`src/rtl/l1_tlb_miss_arbiter.sv`:
```
// Round-robin arbiter giving the I-TLB and D-TLB miss paths one shared L2-TLB/PTW refill port, one refill in flight.
// Accept at T -> l2 request at T+1, response at R -> pulse at R+1; requesters see ready=0 while busy or during sfence.
module l1_tlb_miss_arbiter #(
   parameter int VPN_W = 27,
   parameter int PPN_W = 20
) (
   input  logic             clk,
   input  logic             reset_n,
   input  logic             io_itlb_req_valid,
   output logic             io_itlb_req_ready,
   input  logic [VPN_W-1:0] io_itlb_req_vpn,
   input  logic [1:0]       io_itlb_req_prv,
   input  logic             io_dtlb_req_valid,
   output logic             io_dtlb_req_ready,
   input  logic [VPN_W-1:0] io_dtlb_req_vpn,
   input  logic [1:0]       io_dtlb_req_prv,
   output logic             io_l2_req_valid,
   input  logic             io_l2_req_ready,
   output logic [VPN_W-1:0] io_l2_req_vpn,
   output logic [1:0]       io_l2_req_prv,
   output logic             io_l2_req_src,
   input  logic             io_l2_resp_valid,
   input  logic [PPN_W-1:0] io_l2_resp_ppn,
   input  logic             io_l2_resp_pf,
   input  logic             io_sfence,
   output logic             io_itlb_resp_valid,
   output logic             io_dtlb_resp_valid,
   output logic [PPN_W-1:0] io_resp_ppn,
   output logic             io_resp_pf,
   output logic             io_busy
);

   typedef enum logic [1:0] {IDLE, ISSUE, WAIT} state_t;

   typedef struct packed {
      logic [VPN_W-1:0] vpn;
      logic [1:0]       prv;
      logic             src;
   } req_t;

   state_t           state;
   req_t             req_q;
   logic             rr_last;
   logic             kill;
   logic             post_reset;
   logic             itlb_resp_q;
   logic             dtlb_resp_q;
   logic [PPN_W-1:0] ppn_q;
   logic             pf_q;
   logic             grant_i;
   logic             grant_d;

   // rr_last = 1 means D-TLB was served last, so I-TLB wins a tie
   always_comb begin
      grant_i = io_itlb_req_valid & (~io_dtlb_req_valid | rr_last);
      grant_d = io_dtlb_req_valid & (~io_itlb_req_valid | ~rr_last);
   end

   assign io_itlb_req_ready  = (state == IDLE) & grant_i & ~io_sfence;
   assign io_dtlb_req_ready  = (state == IDLE) & grant_d & ~io_sfence;
   assign io_l2_req_valid    = (state == ISSUE);
   assign io_l2_req_vpn      = req_q.vpn;
   assign io_l2_req_prv      = req_q.prv;
   assign io_l2_req_src      = req_q.src;
   assign io_itlb_resp_valid = itlb_resp_q;
   assign io_dtlb_resp_valid = dtlb_resp_q;
   assign io_resp_ppn        = ppn_q;
   assign io_resp_pf         = pf_q;
   assign io_busy            = (state != IDLE);

   always_ff @(posedge clk or negedge reset_n) begin
      if (!reset_n) begin
         state       <= IDLE;
         req_q       <= '0;
         rr_last     <= 1'b1;
         kill        <= 1'b0;
         post_reset  <= 1'b1;
         itlb_resp_q <= 1'b0;
         dtlb_resp_q <= 1'b0;
         ppn_q       <= '0;
         pf_q        <= 1'b0;
      end else begin
         itlb_resp_q <= 1'b0;
         dtlb_resp_q <= 1'b0;
         case (state)
            IDLE: begin
               if (io_itlb_req_ready | io_dtlb_req_ready) begin
                  req_q.vpn <= io_dtlb_req_ready ? io_dtlb_req_vpn : io_itlb_req_vpn;
                  req_q.prv <= io_dtlb_req_ready ? io_dtlb_req_prv : io_itlb_req_prv;
                  req_q.src <= io_dtlb_req_ready;
                  rr_last   <= io_dtlb_req_ready;
                  state     <= ISSUE;
               end
            end
            ISSUE: begin
               // the request stays up even when flushed; the answer is dropped later
               if (io_sfence) kill <= 1'b1;
               if (io_l2_req_ready) begin
                  state      <= WAIT;
                  post_reset <= 1'b0;
               end
            end
            WAIT: begin
               if (io_l2_resp_valid) begin
                  state <= IDLE;
                  kill  <= 1'b0;
                  if (!kill && !io_sfence) begin
                     itlb_resp_q <= ~req_q.src;
                     dtlb_resp_q <= req_q.src;
                     ppn_q       <= io_l2_resp_ppn;
                     pf_q        <= io_l2_resp_pf;
                  end
               end else if (io_sfence) begin
                  kill <= 1'b1;
               end
            end
            default: state <= IDLE;
         endcase
      end
   end

   // a response owed to a refill cut off by reset may still trickle in before the next issue
   resp_only_in_wait: assert property (@(posedge clk) disable iff (!reset_n)
      io_l2_resp_valid |-> (state == WAIT || post_reset));

endmodule

```
`config.mk`:
```
export PLATFORM = sky130hd
export DESIGN_NAME = l1_tlb_miss_arbiter
export DESIGN_NICKNAME = d
export VERILOG_FILES = /design/src/rtl/l1_tlb_miss_arbiter.sv
export SDC_FILE = /design/constraint.sdc
export NUM_CORES = 1
export LEC_CHECK = 0
export CORE_ASPECT_RATIO = 0.6
export CORE_MARGIN = 10
export CORE_UTILIZATION = 30
export CTS_BUF_LIST = sky130_fd_sc_hd__clkbuf_4 sky130_fd_sc_hd__clkbuf_8 sky130_fd_sc_hd__clkbuf_16
export CTS_CLUSTER_SIZE = 24
export DETAILED_ROUTE_END_ITERATION = 12
export PLACE_DENSITY = 0.75
export SLEW_MARGIN = 0
export SYNTH_ARGS = -nofsm -noshare
export SYNTH_HDL_FRONTEND = slang
export SYNTH_SLANG_ARGS = --single-unit
```
`constraint.sdc`:
```
create_clock -name clk -period 3.4 [get_ports clk]
set_clock_uncertainty 0.15 [all_clocks]
set_input_delay 0.85 -clock clk [delete_from_list [all_inputs] [get_ports clk]]
set_output_delay 0.85 -clock clk [all_outputs]
set_load 0.03 [all_outputs]
```
Yosys cells after proc, flatten, opt, wreduce, memory -nomap -nowiden
Cells that the tools add are included.

word-level totals
  register bits = 57
  logic and storage cells = 53
  output and inout port bits = 57
  input bits = 86

cells by class
  muxes and demuxes = 15
  equal/unequal tests = 5
  bitwise gates (word level) = 14
  reduce and logical (&&, ||, !) cells = 9

operators by type and width
  operator            count
  $mux 27             1
  $mux 1              8
  $mux 2              4
  $and 1x1->1         6
  $pmux 2 s3          1
  $reduce_and 3->1    2
  $not 1->1           5
  $ne 2x1->1 const B  2
  $reduce_bool 2->1   2
  $or 1x1->1          3
  $eq 2x1->1 const B  1
  $eq 2x2->1 const B  1
  $logic_not 1->1     2
  $logic_not 2->1     1
  $ne 2x2->1 const B  1
  $pmux 1 s2          1
  $reduce_and 2->1    1
  $logic_and 1x1->1   1

Depth between registers and ports, before layout
  depth after elaboration = 8
  depth in mapped cells = 8

Worst setup path before layout
Ideal clock, no wire load.

  path kind = input to output
  start point = in io_sfence
  end point = out io_itlb_req_ready
  arrival = 1,577 ps
  slack = 823 ps
  required time = 2,400 ps
  stages = 3
  path through = nor2b_4 > nand2_1 > a21oi_1

between the ends
  longest elaborated chain between the ends = 2

RTL lines
  what             line  text
  start, declared  25    input logic io_sfence,
  $not 1->1        59    assign io_itlb_req_ready = (state == IDLE) & grant_i & ~io_sfence;
  $and 1x1->1      59
  end, declared    10    output logic io_itlb_req_ready,

No other way between the ends.

Worst setup path after layout
Ends and elaborated chain as after synthesis.

==> impl_results.md <==
* Outcome: finished clean
* Ant diodes at 0
* Top cell type's share of synthesized area at 0.5659
* Tot GR Track Use at 0.1339
* Met3 usage at 0.07333
* Remaining DRCs at 0
* DP HPWL at between 6 and 7 mm
* First-pass iteration count of the detailed router at 4
* Worst Setup Start Kind: primary input
* Top_reg_cell synth: dfrtp_1
* Layer with the highest usage: met2
* Net Count, Synth at 328
* Die Wd at about 140 µm
* Worst slew pin tran at 0.3715 ns
* Die ar. at 12410 µm²
* Iteration-0 DRC Markers at 80
* Via count at around 2200
* Hold buffers post-CTS at 0
* First-pass GRT wire length at about 13 mm
* Synth top area cells: dfrtp_1, mux2_1, nand2_1
* Die Y-Extent at around 90 µm
* Setup CP Type: in -> out
* CP Data Required Time at 2.40 ns
* Num rows at 25
* Data arrival time of the worst path at between 2 and 2.5 ns
* Synth Register Bits at between 50 and 60
* Worst skew pair latency at ~0.32 ns
* Leading post-synthesis cells by instance count: nand2_1, dfrtp_1, a31oi_1
* Vias in the first global route at between 2000 and 2500
* CTS root buffer: clkbuf_16
* Synth Cell Area at 2476 µm²
* Critical Path, Cell by Cell: clkdlybuf4s50_1 > nor2b_4 > nand2_1 > a21oi_1 > buf_4
* Clock Path Buffers at 2
* Avg Vias per Cell at ~4.5
* Area leader, netlist: dfrtp_1
* Max Clock Freq at ~0.32 GHz
* Area growth from synthesis to layout at 74.28%
* Setup bufs post-CTS at 0
* Final ANT Viol Nets at 0
* Count leader, synth: nand2_1
* RSZ-0062 raised after global routing: false
* Total CTS buffers at 9
* Min-Delay Path Depth at 1
* Grt total ovfl at 0
* Dpl cells at ~480
* Worst reg-to-reg path cell count at 7
* Layout Cells excl Fill at roughly 500
* Layout cells sized above 1 at 0.08010
* Largest net degree at the start of global routing at 58
* Core Box Area at approximately 7900 µm²
* Setup TNS at 0 ns
* Post_cts resized at 0
* Layout Nets at around 470
* Sequential area share after synthesis at 0.5766
* Slew headroom at 0.7523
* Ys async rst share at 1.000
* Post-synth EDFFs at 0
* Pwr Density at 947.5 nW/µm²
* Max Cap Violations at 0
* LEAKAGE at between 1.5 and 2 nW
* Synth warnings at 0
* IO buf count at roughly 140
* Gpl congestion at 0.8444
* Final Max Tran Viols at 0
* Slowest stage delay, CP at about 0.56 ns
* Starting Density at 0.3117
* Endpoints failing setup at 0
* CTS tree: done
* Maximum VDD drop at 0.4050 mV
* CP max-delay cell: clkdlybuf4s50_1
* Final period util at 0.9111
* Fin. Hold Viols at 0
* Final design utilization at 0.5432
* IO Pins at about 140
* Sink Count at between 50 and 60
* Antenna violations before repair at 0
* GR Util met2 at 0.1933
* Clk slew on worst S/H paths at about 0.050 ns
* DR WL/cell at approximately 17 µm
* Crit. End Element: primary output
* Grt met1 use at 0.1683
* Crit path max fanout at 5
* Hold WC Path Type: reg -> reg
* Final Critical Period at between 3 and 4 ns
* Detailed Route WL at 8.332 mm
* Avg Inst Size Synth at approximately 10 µm²
* Synth unique cells at 21
* WHS at slightly above 0.3 ns
* Clock H-tree levels at 3
* Cells after synthesis at between 200 and 250
## logic make-up (layout without fill, tap and decap cells)
logic type	after synthesis	count (layout)	synth area share
compound gates	37	37	0.09853
fa+ha+maj	4	4	0.02021
buf+inv	21	170	0.04295
flops	57	57	0.5766
mux	23	23	0.1041
simple gates	96	96	0.1577
## sequential cells by signal, summed over array words and instances (netlist names)
register / count
state: 2
io_l2_req_prv: 2
io_resp_pf: 1
io_l2_req_vpn: 27
io_dtlb_resp_valid: 1
io_resp_ppn: 20
io_l2_req_src: 1
kill: 1
io_itlb_resp_valid: 1
rr_last: 1
## where the power goes
| group | leakage (nW) | total, mW | switching (mW) | internal, mW |
|---|---|---|---|---|
| clock network | 0.160 | 0.937 | 0.295 | 0.641 |
| logic | 1.02 | 1.99 | 1.14 | 0.850 |
| registers | 0.673 | 1.17 | 0.164 | 1.00 |
## worst max-delay path: cells and delay by family
kind / cells / cell delay, ns
buffers and inverters: 2 / 0.76
and+or+nand+nor: 2 / 0.31
AOI/OAI and AO/OA: 1 / 0.17
## metal layers
layer / part of all wire / wire (µm)
met3: 0.11 / 928
met1: 0.46 / 3821
met2: 0.42 / 3518
met5: 0 / 0
met4: 0.0077 / 64
## worst paths after layout
check,end,slack [ns],from
min reg2reg,io_itlb_resp_valid,0.31,io_l2_req_src
max reg2reg,io_l2_req_vpn[8],1.27,state[0]
min in group asynchronous,io_l2_req_vpn[15],0.38,reset_n
max,io_itlb_req_ready,0.30,io_sfence
min,io_itlb_resp_valid,0.31,io_l2_req_src
max in group asynchronous,rr_last,2.41,reset_n
## cell usage in the layout (no fill, tap or decap), drive strengths merged, types with 2 or more instances in the layout
cell type / n
nor2: 29
clkbuf: 14
clkdlybuf4s50: 139
a21oi: 3
nor4: 2
nand2: 61
a31oi: 31
buf: 8
inv: 7
mux2: 22
ha: 4
dfrtp: 56
## metrics by stage
stage | worst slack (ns) | power (mW) | cell area, µm²
2_1_floorplan | 0.8232 | 2.278 | 2476
3_3_place_gp | 0.3363 | 3.145 | 3999
3_5_place_dp | 0.2829 | 3.192 | 3999
4_1_cts | 0.2838 | 4.154 | 4315
5_1_grt | 0.1987 | 4.338 | 4315
6_report | 0.3022 | 4.089 | 4315
## area by class of cell
type                    instances  area [µm²]
flip-flops and latches         57        1428
fillers                       708        3630
clock inverters                 2       35.03
well taps                     108       135.1
clock buffers                  14       281.5
repair buffers                147        1461
inverters                       7       26.28
multi-input cells             160       948.4
Note: power is estimated with default switching activity, not from simulation.
